[src/rtl/ascii_hex_parser.sv]
// ascii_hex_parser: folds UART ASCII hex digits into a word ended by CR/LF, with valid/ready output and error flags.
// Define ASCII_HEX_PREFIX_EN to accept a leading 0x/0X on each value.
module ascii_hex_parser #(
  parameter int MAX_DIGITS = 8,
  localparam int W = 4*MAX_DIGITS
) (
  input  logic         clk,
  input  logic         rst,
  input  logic         rx_done_tick,
  input  logic [7:0]   din,
  output logic [W-1:0] val_out,
  output logic         val_valid,
  input  logic         val_ready,
  output logic         err_tick,
  output logic [1:0]   err_code,
  output logic         busy
);
  localparam int CW = $clog2(MAX_DIGITS+1);
  localparam logic [CW-1:0] CMAX = CW'(MAX_DIGITS);
  typedef enum logic [1:0] {S_IDLE, S_ACCUM, S_HOLD, S_DISCARD} state_t;
  state_t         state_q, state_d;
  logic [W-1:0]   acc_q, acc_d, val_q, val_d;
  logic [CW-1:0]  cnt_q, cnt_d;
  logic           err_q, err_d;
  logic [1:0]     code_q, code_d;
  logic           is_dig, is_term, is_space, hs;
  logic [3:0]     nib;
`ifdef ASCII_HEX_PREFIX_EN
  logic           pfx_q, pfx_d, is_x;
  assign is_x = din == 8'h78 || din == 8'h58;
`endif
  assign is_dig   = (din >= 8'h30 && din <= 8'h39) || (din >= 8'h41 && din <= 8'h46) ||
                    (din >= 8'h61 && din <= 8'h66);
  assign is_term  = din == 8'h0D || din == 8'h0A;
  assign is_space = din == 8'h20;
  assign nib      = din[6] ? din[3:0] + 4'd9 : din[3:0];
  assign hs       = state_q == S_HOLD && val_ready;
  always_ff @(posedge clk) begin
    if (rst) begin
      state_q <= S_IDLE;
      acc_q   <= '0;
      cnt_q   <= '0;
      val_q   <= '0;
      err_q   <= 1'b0;
      code_q  <= 2'd0;
`ifdef ASCII_HEX_PREFIX_EN
      pfx_q   <= 1'b0;
`endif
    end else begin
      state_q <= state_d;
      acc_q   <= acc_d;
      cnt_q   <= cnt_d;
      val_q   <= val_d;
      err_q   <= err_d;
      code_q  <= code_d;
`ifdef ASCII_HEX_PREFIX_EN
      pfx_q   <= pfx_d;
`endif
    end
  end
  always_comb begin
    state_d = state_q;
    acc_d   = acc_q;
    cnt_d   = cnt_q;
    val_d   = val_q;
    err_d   = 1'b0;
    code_d  = code_q;
`ifdef ASCII_HEX_PREFIX_EN
    pfx_d   = pfx_q;
`endif
    case (state_q)
      S_HOLD: begin
        if (hs) begin
          state_d = S_IDLE;
          acc_d   = '0;
          cnt_d   = '0;
        end else if (rx_done_tick) begin
          err_d  = 1'b1;
          code_d = 2'd2;
        end
      end
      S_ACCUM: begin
        if (rx_done_tick) begin
`ifdef ASCII_HEX_PREFIX_EN
          if (is_x && !pfx_q && cnt_q == CW'(1) && acc_q == '0) begin
            cnt_d = '0;
            pfx_d = 1'b1;
          end else
`endif
          if (is_dig && cnt_q < CMAX) begin
            acc_d = {acc_q[W-5:0], nib};
            cnt_d = cnt_q + CW'(1);
          end else if (is_term && cnt_q != '0) begin
            val_d   = acc_q;
            state_d = S_HOLD;
          end else begin
            err_d   = 1'b1;
            code_d  = is_dig ? 2'd3 : 2'd1;
            state_d = is_term ? S_IDLE : S_DISCARD;
          end
        end
      end
      S_DISCARD: state_d = rx_done_tick && is_term ? S_IDLE : S_DISCARD;
      default: ;
    endcase
    // A byte landing in IDLE, or together with the handshake, starts a new line
    if (rx_done_tick && (state_q == S_IDLE || hs)) begin
      if (is_dig) begin
        acc_d   = {{(W-4){1'b0}}, nib};
        cnt_d   = CW'(1);
        state_d = S_ACCUM;
      end else if (!is_term && !is_space) begin
        err_d   = 1'b1;
        code_d  = 2'd1;
        state_d = S_DISCARD;
      end
    end
`ifdef ASCII_HEX_PREFIX_EN
    pfx_d = state_d == S_ACCUM && pfx_d;
`endif
  end
  always_comb begin
    val_valid = state_q == S_HOLD;
    busy      = state_q != S_IDLE;
  end
  assign val_out  = val_q;
  assign err_tick = err_q;
  assign err_code = code_q;
endmodule

[config.mk]
export PLATFORM = sky130hd
export DESIGN_NAME = ascii_hex_parser
export DESIGN_NICKNAME = d
export VERILOG_FILES = /design/src/rtl/ascii_hex_parser.sv
export SDC_FILE = /design/constraint.sdc
export NUM_CORES = 1
export LEC_CHECK = 0
export CAP_MARGIN = 40
export CORE_ASPECT_RATIO = 1.25
export CORE_MARGIN = 1
export CORE_UTILIZATION = 25
export CTS_BUF_LIST = sky130_fd_sc_hd__clkbuf_2 sky130_fd_sc_hd__clkbuf_4 sky130_fd_sc_hd__clkbuf_8
export CTS_CLUSTER_SIZE = 25
export DETAILED_ROUTE_END_ITERATION = 10
export SETUP_SLACK_MARGIN = 0.02
export SLEW_MARGIN = 20
export SYNTH_ARGS = -nofsm -noshare
export SYNTH_HDL_FRONTEND = slang
export SYNTH_SLANG_ARGS = --single-unit
[constraint.sdc]
create_clock -name clk -period 2.9 [get_ports clk]
set_clock_uncertainty 0.05 [all_clocks]
set_input_delay 0.87 -clock clk [delete_from_list [all_inputs] [get_ports clk]]
set_output_delay 0.87 -clock clk [all_outputs]
set_load 0.02 [all_outputs]
==> metrics.yaml <==
clock_tree:
  worstSkewPairLatency_ns: 0.34
  htreeDepth: 3
  clk_pin_slew_worst_paths_ns: 0.07
  cts_buffers: 9
  cts_tree: "built"
  root_buffer: "clkbuf_8"
  cts.sinks: 73
  ctsHoldBuffers: 0
  cts_buffer_depth: 2
worst_setup_path:
  crit_arrival_ns: 3.04
  crit_chain: "clkdlybuf4s50_1 -> nor4bb_2 -> or4_4 -> or3_4 -> nor2_4 -> buf_6 -> bufbuf_16 -> a22o_1"
  critPathMaxStageDelay_ns: 0.49
  startpoint_type: "input pin"
  cp_max_fo: 7
  required_ns: 3.14
  worstSetupPathType: "input pin to register"
  slowest_stage: "or4_4"
  endpoint_kind: "register"
place:
  portBuffers: 48
  gp_congestion: 0.829
  post-place-ws_ns: -0.418
  hpwl_microns: 5380
logic_synthesis:
  yosysTopAreaCellShare_pct: 47.4
  yosys.area.top_type: "dfxtp_1"
  synth_ff_type: "dfxtp_1"
  yosysWarningCount: 0
  ys_types: 44
  avgSynthCellArea_sq_um: 8.74
  synth_nets: 376
  syn-instance-count: 353
  synth.area.top_cells: "dfxtp_1 (47%), nand2_1 (10%), a22o_1 (8.2%)"
  ys_ff_latch: 73
  ys_seq_area_share_pct: 47.4
  syn-cell-area_sq_mm: 0.00309
  async_flop_share_pct: 0
  synth_edf_count: 0
sta:
  whs_ns: 0.407
  worstMarginPinSlew_ns: 0.426
  max-slew-margin-rel_pct: 71.6
  max_freq_mhz: 357
  finalSetupTns_ns: 0
  setup_viol: 0
  fin_crit_sh_pct: 96.6
  setup_ws_ns: 0.0978
  hold_viol: 0
  drv_slew: 0
  rsz0062_at_grt: "no"
  min_period_ns: 2.80
min_path:
  hp-class: "register to register"
final_layout:
  drive_above_1_share_pct: 14.2
  mostFrequentLayoutCell: "nand2_1"
  diodes: 0
  final_cell_mix: "nand2_1 (82), dfxtp_1 (73), clkdlybuf4s50_1 (46)"
  area_growth_pct: 39.1
  utilization_pct: 35.5
  n_fill_cell: 1232
  final_nets: 449
routing:
  drtIter0Drc: 113
  vias: 2755
  via_per_inst: 4.64
  met1Wirelength_microns: 3270
  drt-total-wl_microns: 7590
  drtPass1Iterations: 4
  routed.top_layer: "met4"
  wl_met2_microns: 3950
  ant_nets: 0
  wl_met3_microns: 238
  post_drt_wl_per_cell_microns: 12.8
  post-route-drc-count: 0
global_routing:
  antenna_found_initial: 0
  grt.total_usage_pct: 12.9
  grt_max_degree: 43
  first_global_vias: 2829
  grt_first_pass_wirelength_microns: 13100
  grt_overflow: 0
floorplan:
  num_rows: 45
  io_pins: 49
  die_h_microns: 126
  dieArea_sq_mm: 0.0128
  fp.dieW_microns: 101
  start_util_pct: 25.5
  core_area_sq_mm: 0.0121
power_and_ir_drop:
  p_leak_nw: 1.57
  powerDensity_mw_per_mm2: 610
  vdd_ir_drop_max_mv: 0.233
run:
  drv_cap: 0
status:
  status: "completed"
where the power goes:
part	total [W]	internal [W]	switching, W
clock	0.000944	0.000596	0.000348
combinational	0.000607	0.000240	0.000367
sequential	0.00107	0.00104	0.0000317
total	0.00262	0.00187	0.000747
routing by layer:
metal	global-route usage, %	vias up
met5	0	-
met4	5.63	0
met3	2.50	11
met2	22.4	48
met1	15.1	1302
li1	-	1394
synthesized netlist by cell type, types with 2 or more instances:
cell      instances
a21oi_1          42
a311oi_1          8
buf_6             3
xnor2_1           2
inv_1            12
and2_1            2
a31oi_1           4
or3_1             4
buf_2             7
a22o_1           29
nand2b_1          3
nand2_1          82
nor2_1           11
dfxtp_1          73
and4_1            4
nand4_1           5
clkbuf_1         11
nand3_1           3
ha_1             11
nor3_1            4
a21o_1            2
o21ai_0           9
flip-flops by register name, indices dropped and copies added (netlist names):
signal,cells
acc_q,32
val_out,32
cnt_q,4
err_code,2
state_q,2
err_tick,1
logic make-up (layout without fill, tap and decap cells):
| logic type | count (synthesis) | in the layout | synth area share [%] |
|---|---|---|---|
| XOR/XNOR | 3 | 3 | 0.852 |
| buffers and inverters | 34 | 111 | 5.15 |
| flip-flops | 73 | 73 | 47.4 |
| AND/OR/NAND/NOR | 128 | 128 | 19.3 |
| adder cells (fa/ha/maj) | 11 | 11 | 4.46 |
| AO/OA/AOI/OAI | 104 | 104 | 22.8 |
worst paths after layout:
| check | startpoint | to | slack [ns] | cells after the start |
|---|---|---|---|---|
| worst max-delay path | din[6] | acc_q[28]$_SDFF_PP0_ | 0.1 | 8 |
| worst min-delay path | val_out[22]$_SDFFE_PP0P_ | val_out[22]$_SDFFE_PP0P_ | 0.41 | 2 |
| worst max register to register | state_q[1]$_SDFF_PP0_ | acc_q[28]$_SDFF_PP0_ | 0.68 | 8 |
| worst min register to register | val_out[22]$_SDFFE_PP0P_ | val_out[22]$_SDFFE_PP0P_ | 0.41 | 2 |
area by class of cell:
class                   count  area [sq um]  share of cell area (%)
clock buffers              12           146                    3.41
well taps                 164           205                    4.78
multi-input cells         246          1480                    34.5
inverters                  12          45.0                    1.05
flip-flops and latches     73          1460                    34.1
repair buffers             84           863                    20.1
clock inverters             3          90.1                    2.10
stage by stage:
step	area [sq um]	power (W)	cells
after global placement	3920	0.00168	572
after floorplan	3090	0.00146	353
after global routing	4290	0.00276	594
final	4290	0.00262	594
after detailed placement	3920	0.00169	572
after CTS	4280	0.00264	594
what timing repair did:
| item | 4_1_cts | 5_1_grt |
|---|---|---|
| setup endpoints to repair | 31 | 11 |
| gates cloned | 3 | 0 |
| gates resized for setup | 9 | 2 |
| setup buffers | 4 | 0 |
| pin swaps | 2 | 2 |
critical path, delay by kind of cell:
| family | cells | cell delay, ns |
|---|---|---|
| simple gates | 4 | 1.23 |
| compound gates | 1 | 0.11 |
| buf+inv | 3 | 0.82 |
Power figures use the tool's default switching activity.
